### src/rtl/cpu_pkg.sv
// cpu_pkg: shared definitions for param_cpu_core.
//   - opcode constants OP_NOP..OP_LDI (4-bit opcode field; 0xC-0xF unused)
//   - FSM state enum (IDLE -> DECODE -> EXEC -> WB)
//   - helpers that slice {opcode, ra, rb_or_imm, rw} out of an instruction
//     word of any register-address width, plus opcode classification.
package cpu_pkg;

  localparam logic [3:0] OP_NOP  = 4'h0;
  localparam logic [3:0] OP_ADD  = 4'h1;
  localparam logic [3:0] OP_SUB  = 4'h2;
  localparam logic [3:0] OP_AND  = 4'h3;
  localparam logic [3:0] OP_OR   = 4'h4;
  localparam logic [3:0] OP_XOR  = 4'h5;
  localparam logic [3:0] OP_ADDI = 4'h6;
  localparam logic [3:0] OP_SUBI = 4'h7;
  localparam logic [3:0] OP_SHL  = 4'h8;
  localparam logic [3:0] OP_SHR  = 4'h9;
  localparam logic [3:0] OP_MOV  = 4'hA;
  localparam logic [3:0] OP_LDI  = 4'hB;

  typedef enum logic [1:0] {
    ST_IDLE,
    ST_DECODE,
    ST_EXEC,
    ST_WB
  } state_t;

  // The instruction is zero-extended to 64 bits by the caller so one helper
  // serves every register-address width.
  function automatic logic [3:0] instr_opcode(input logic [63:0] word, input int ra_w);
    return 4'(word >> (3 * ra_w));
  endfunction

  // idx 0 = rw, 1 = rb/imm, 2 = ra
  function automatic logic [15:0] instr_field(input logic [63:0] word, input int ra_w,
                                              input int idx);
    return 16'((word >> (idx * ra_w)) & ((64'd1 << ra_w) - 64'd1));
  endfunction

  function automatic logic op_writes(input logic [3:0] op);
    return (op != OP_NOP) && (op <= OP_LDI);
  endfunction

  function automatic logic op_illegal(input logic [3:0] op);
    return op > OP_LDI;
  endfunction

endpackage

### src/rtl/cpu_alu.sv
// cpu_alu: combinational ALU for param_cpu_core.
//   op   : 4-bit opcode
//   a    : regs[ra]
//   b    : regs[rb]
//   imm  : zero-extended rb field (ADDI/SUBI operand, LDI value, shift amount)
//   y    : result
//   ovf  : carry-out of ADD/ADDI
//   udf  : borrow of SUB/SUBI (a < operand)
// Optional macro SATURATE_EN: overflow clamps to all-ones, underflow to zero;
// flags are reported either way.
module cpu_alu
  import cpu_pkg::*;
#(
  parameter int DATA_W = 8
) (
  input  logic [3:0]        op,
  input  logic [DATA_W-1:0] a,
  input  logic [DATA_W-1:0] b,
  input  logic [DATA_W-1:0] imm,
  output logic [DATA_W-1:0] y,
  output logic              ovf,
  output logic              udf
);

  logic [DATA_W-1:0] operand;
  logic [DATA_W:0]   sum;
  logic [DATA_W:0]   diff;

  assign operand = ((op == OP_ADDI) || (op == OP_SUBI)) ? imm : b;
  assign sum     = {1'b0, a} + {1'b0, operand};
  // Top bit of the (DATA_W+1)-bit difference is the borrow.
  assign diff    = {1'b0, a} - {1'b0, operand};

  always_comb begin
    y   = '0;
    ovf = 1'b0;
    udf = 1'b0;
    case (op)
      OP_ADD, OP_ADDI: begin
        y   = sum[DATA_W-1:0];
        ovf = sum[DATA_W];
      end
      OP_SUB, OP_SUBI: begin
        y   = diff[DATA_W-1:0];
        udf = diff[DATA_W];
      end
      OP_AND:  y = a & b;
      OP_OR:   y = a | b;
      OP_XOR:  y = a ^ b;
      OP_SHL:  y = a << imm[2:0];
      OP_SHR:  y = a >> imm[2:0];
      OP_MOV:  y = a;
      OP_LDI:  y = imm;
      default: y = '0;
    endcase
`ifdef SATURATE_EN
    if (ovf) y = '1;
    if (udf) y = '0;
`endif
  end

endmodule

### src/rtl/param_cpu_core.sv
// param_cpu_core: multi-cycle register-file CPU core, one instruction per
// four cycles (IDLE -> DECODE -> EXEC -> WB).
//   clk, rst_n     : single clock, synchronous active-low reset
//   instr          : {opcode[3:0], ra, rb_or_imm, rw}
//   instr_valid/instr_ready : handshake, ready only in IDLE
//   result/result_valid     : written-back value, valid pulses in WB
//   ovf_flag/udf_flag       : sticky carry / borrow
//   illegal_op              : pulse in WB for opcodes 0xC-0xF
//   dbg_addr/dbg_data       : registered debug read of the register file
// Optional macro SATURATE_EN (passed through to cpu_alu) selects saturating
// ADD/SUB instead of modulo wrap.
module param_cpu_core
  import cpu_pkg::*;
#(
  parameter  int DATA_W   = 8,
  parameter  int NUM_REGS = 16,
  localparam int RA_W     = $clog2(NUM_REGS),
  localparam int INSTR_W  = 4 + 3 * RA_W
) (
  input  logic               clk,
  input  logic               rst_n,
  input  logic [INSTR_W-1:0] instr,
  input  logic               instr_valid,
  output logic               instr_ready,
  output logic [DATA_W-1:0]  result,
  output logic               result_valid,
  output logic               ovf_flag,
  output logic               udf_flag,
  output logic               illegal_op,
  input  logic [RA_W-1:0]    dbg_addr,
  output logic [DATA_W-1:0]  dbg_data
);

  state_t             state;
  logic [INSTR_W-1:0] instr_q;
  logic [3:0]         op;
  logic [RA_W-1:0]    ra;
  logic [RA_W-1:0]    rb;
  logic [RA_W-1:0]    rw;
  logic [DATA_W-1:0]  a_q;
  logic [DATA_W-1:0]  b_q;
  logic [DATA_W-1:0]  imm_q;
  logic [DATA_W-1:0]  alu_y;
  logic               alu_ovf;
  logic               alu_udf;
  logic [DATA_W-1:0]  alu_q;
  logic               wb_we;
  logic [DATA_W-1:0]  regs [NUM_REGS];

  // The latched instruction stays stable until the next handshake, so every
  // stage decodes its fields straight from instr_q.
  assign op = instr_opcode(64'(instr_q), RA_W);
  assign ra = RA_W'(instr_field(64'(instr_q), RA_W, 2));
  assign rb = RA_W'(instr_field(64'(instr_q), RA_W, 1));
  assign rw = RA_W'(instr_field(64'(instr_q), RA_W, 0));

  assign instr_ready = (state == ST_IDLE);
  assign wb_we       = (state == ST_WB) && op_writes(op);

  cpu_alu #(.DATA_W(DATA_W)) u_alu (
    .op  (op),
    .a   (a_q),
    .b   (b_q),
    .imm (imm_q),
    .y   (alu_y),
    .ovf (alu_ovf),
    .udf (alu_udf)
  );

  // result/result_valid/illegal_op/flags are loaded on the EXEC->WB edge so
  // they are visible during the WB cycle itself; the register file is written
  // from the pipeline register alu_q at the end of WB.
  always_ff @(posedge clk) begin
    if (!rst_n) begin
      state        <= ST_IDLE;
      instr_q      <= '0;
      a_q          <= '0;
      b_q          <= '0;
      imm_q        <= '0;
      alu_q        <= '0;
      result       <= '0;
      result_valid <= 1'b0;
      illegal_op   <= 1'b0;
      ovf_flag     <= 1'b0;
      udf_flag     <= 1'b0;
    end else begin
      result_valid <= 1'b0;
      illegal_op   <= 1'b0;
      case (state)
        ST_IDLE: begin
          if (instr_valid) begin
            instr_q <= instr;
            state   <= ST_DECODE;
          end
        end
        ST_DECODE: begin
          a_q   <= regs[ra];
          b_q   <= regs[rb];
          imm_q <= DATA_W'(rb);
          state <= ST_EXEC;
        end
        ST_EXEC: begin
          alu_q <= alu_y;
          if (op_writes(op)) begin
            result       <= alu_y;
            result_valid <= 1'b1;
          end
          illegal_op <= op_illegal(op);
          ovf_flag   <= ovf_flag | alu_ovf;
          udf_flag   <= udf_flag | alu_udf;
          state      <= ST_WB;
        end
        ST_WB: begin
          state <= ST_IDLE;
        end
        default: state <= ST_IDLE;
      endcase
    end
  end

  always_ff @(posedge clk) begin
    if (!rst_n) begin
      for (int i = 0; i < NUM_REGS; i++) regs[i] <= '0;
    end else if (wb_we) begin
      regs[rw] <= alu_q;
    end
  end

  // Forward the value being written so the debug port shows it the cycle
  // right after WB instead of one cycle later.
  always_ff @(posedge clk) begin
    if (!rst_n) begin
      dbg_data <= '0;
    end else if (wb_we && (rw == dbg_addr)) begin
      dbg_data <= alu_q;
    end else begin
      dbg_data <= regs[dbg_addr];
    end
  end

endmodule

### config.mk
export PLATFORM = sky130hd
export DESIGN_NAME = param_cpu_core
export DESIGN_NICKNAME = d
export VERILOG_FILES = /design/src/rtl/cpu_pkg.sv /design/src/rtl/cpu_alu.sv /design/src/rtl/param_cpu_core.sv
export SDC_FILE = /design/constraint.sdc
export NUM_CORES = 1
export LEC_CHECK = 0
export CAP_MARGIN = 20
export CORE_MARGIN = 10
export CORE_UTILIZATION = 31
export DETAILED_ROUTE_END_ITERATION = 16
export PLACE_DENSITY = 0.49
export SYNTH_ARGS = -nofsm -noshare
export SYNTH_HDL_FRONTEND = slang
export SYNTH_HIERARCHICAL = 1
export SYNTH_SLANG_ARGS = --single-unit
### constraint.sdc
create_clock -name clk -period 8.81 [get_ports clk]
set_clock_uncertainty 0.1 [all_clocks]
set_input_delay 1.762 -clock clk [delete_from_list [all_inputs] [get_ports clk]]
set_output_delay 1.762 -clock clk [all_outputs]
set_load 0.01 [all_outputs]
==> out/qor.csv <==
stage,metric,value,unit
synth,synthArstFlopShare,0,
power_and_ir_drop,internal-power,0.00182,W
sta,max_freq,235,MHz
critical_path,crit_arrival,4.26,ns
die,die_y,219,um
sta,fin_crit,4.25,ns
final_layout,final_cells,1588,
final_layout,multi_input_area,0.00658,mm^2
placed_design,dp.cells,1555,
sta,report.final.slew_viol_count,0,
synth,synth_top_area_frac,0.314,
cts,cts_root_buffer,clkbuf_16,
sta,max-slew-margin-rel,0.247,
critical_path,crit_type,input pin to flop,
synth,ys_seq_area_frac,0.423,
cts,cts_max_level,4,
route,route.antenna.remaining_nets,0,
power_and_ir_drop,powerDensity,210,mW/mm^2
route,drc,0,
critical_path,end_kind,flop,
critical_path,r2r_end,alu_q[4],
synth,synth_area_leaders,"edfxtp_1 (31%), mux4_2 (18%), dfxtp_1 (11%)",
route,dr.first_iter.drc_count,1049,
cts,cts_tree,built,
die,num_rows,72,
grt,track_usage,0.168,
cts,cts_hold_buf,0,
outcome,status,"finished, final reports clean",
synth,yosysTopAreaCell,edfxtp_1,
cts,cts_resized,0,
critical_path,cp.required,8.82,ns
die,coreArea,0.0388,mm^2
grt,grt_first_pass_wirelength,59000,um
power_and_ir_drop,vdd_drop_max,0.106,mV
cts,max-clock-path-buffers,2,
die,die_area,0.0478,mm^2
critical_path,r2r_slack,5.07,ns
final_layout,drive_gt1_frac,0.153,
route,vias,8813,
sta,rsz0062_at_grt,false,
critical_path,r2r-start,instr_q[13],
power_and_ir_drop,clock_power_share,0.263,
critical_path,crit_path_start,rst_n,
cts,cts_setup_buffers,0,
route,dr.pass1.iters,5,
critical_path,r2r_cells,15,
synth,synth_flop_cell,edfxtp_1,
route,routed_wl,40500,um
placed_design,place_hpwl,29200,um
synth,ys_seq_elements,194,
cts,cts-buffers-inserted,17,
die,die_w,219,um
sta,worstMarginPinSlew,1.13,ns
placed_design,globalplace.congestion,0.891,
critical_path,crit_fanout,38,
sta,finalHoldViolCount,0,
critical_path,critPathCapture,regs[0][6],
synth,synth-edff-count,128,
final_layout,seq_area,0.00517,mm^2
min_path,worstHoldPathType,flop to flop,
synth,syn_avg_cell_area,11.7,um^2
synth,synth_most_common_cell,and2_1,
final_layout,synthToLayoutAreaGrowth,11.4,%
route,wl_per_cell,25.5,um
die,start_util,0.315,
synth,syn_inst,1049,
sta,timing.final.crit_share,0.483,
sta,finalSetupViolCount,0,
final_layout,n_fill_cell,3785,
synth,syn-cell-area,0.0122,mm^2
final_layout,fin_nets,1119,
power_and_ir_drop,power.switching,0.00104,W
power_and_ir_drop,netSwitchingFraction,0.364,
grt,grt_overflow,0,
power_and_ir_drop,pwr-share-comb,0.331,
flow_run,drv_cap,0,
synth,synth_common_cells,"and2_1 (133), edfxtp_1 (128), mux4_2 (98), nand2_1 (78), dfxtp_1 (66)",
synth,yosysWarnings,6,
sta,tns,0,ns
synth,ys_types,63,
cts,clock_sinks,194,
cts,insertion_delay,0.45,ns
power_and_ir_drop,p_seq_frac,0.406,
cts,clkTransAtPathRegs,0.08,ns
route,via_per_inst,5.55,
grt,grt_pass1_vias,8414,
grt,grt_max_degree,41,
die,ios,44,
placed_design,io_buffer_count,43,
grt,antenna_found_initial,1,
critical_path,start_kind,input pin,
power_and_ir_drop,leakage,4.79,nW
==> logic make-up after synthesis <==
family,Yosys count,synth area share
other,1,0.000307
buffers and inverters,111,0.0408
multiplexers,141,0.217
adder cells (fa/ha/maj),40,0.0422
AO/OA/AOI/OAI,185,0.107
flip-flops,194,0.423
XOR/XNOR,10,0.00717
AND/OR/NAND/NOR,367,0.163
==> worst min path at each step <==
stage | from | end | slack [ns] | depth (start not counted)
after CTS | udf_flag | udf_flag | 0.39 | 2
after global placement | ovf_flag | ovf_flag | 0.36 | 2
after detailed placement | udf_flag | udf_flag | 0.37 | 2
after floorplan | imm_q[0] | imm_q[0] | 0.35 | 2
final | ovf_flag | ovf_flag | 0.38 | 2
after global routing | ovf_flag | ovf_flag | 0.41 | 2
==> cell usage in the layout (no fill, tap or decap), types with 5 or more instances in the layout <==
cell type / n
a21oi_1: 38
nand3b_1: 19
clkdlybuf4s50_1: 41
xnor2_1: 6
mux2_2: 10
mux4_2: 98
nand2b_1: 25
a22oi_1: 22
dfxtp_1: 64
ha_1: 38
nand2_1: 78
o21ai_0: 30
nor4_1: 8
clkbuf_16: 17
nand3_1: 5
conb_1: 8
a22o_1: 41
nor2_1: 57
edfxtp_1: 128
buf_4: 16
nor3_1: 17
o22ai_1: 5
nor2b_1: 12
o21ai_1: 5
o221ai_1: 5
mux2i_1: 33
and2_1: 133
inv_1: 32
a211oi_1: 9
==> layer usage <==
layer | track usage | wire (um) | up-vias
li1 | - | - | 3956
met1 | 0.225 | 17600 | 4462
met2 | 0.275 | 19500 | 349
met3 | 0.0296 | 2620 | 46
met4 | 0.0419 | 800 | 0
met5 | 0 | 0 | -
==> sequential cells by signal (all words and copies together) (netlist names), 4 cells and up <==
| name | cells |
|---|---|
| instr_q | 16 |
| dbg_data | 8 |
| b_q | 8 |
| a_q | 8 |
| result | 8 |
| regs | 128 |
| alu_q | 8 |
| imm_q | 4 |
==> power groups by stage <==
stage          clock (W)  sequential [W]  combinational [W]
6_report        0.000751         0.00116           0.000947
3_5_place_dp           0         0.00118           0.000946
5_1_grt         0.000796         0.00117            0.00103
2_1_floorplan          0         0.00111           0.000721
3_3_place_gp           0         0.00118           0.000946
4_1_cts         0.000762         0.00116           0.000948
==> critical path: stages <==
cell and delay (ns):
buf_2 0.08, buf_4 0.45, nand4_4 0.49, nor4b_1 0.99, nand2b_1 0.46
==> area by class of cell <==
cell class / count / share of cell area
multi-input cells: 751 / 0.484
well taps: 518 / 0.0476
flip-flops and latches: 194 / 0.380
repair buffers: 59 / 0.0397
clock inverters: 14 / 0.00873
clock buffers: 18 / 0.0315
inverters: 33 / 0.00910
diodes: 1 / 0.000184
==> through the flow <==
step	setup slack, ns	hold WS, ns	utilization	cell area [um^2]	total power [W]
global route	4.35	0.409	0.351	13600	0.00299
finish	4.56	0.381	0.351	13600	0.00286
global placement	4.20	0.359	0.336	13100	0.00213
CTS	4.52	0.390	0.351	13600	0.00287
floorplan	5.51	0.355	-	12200	0.00183
detailed placement	4.04	0.370	0.336	13100	0.00213
No activity file was read; power rests on OpenSTA's default activity.
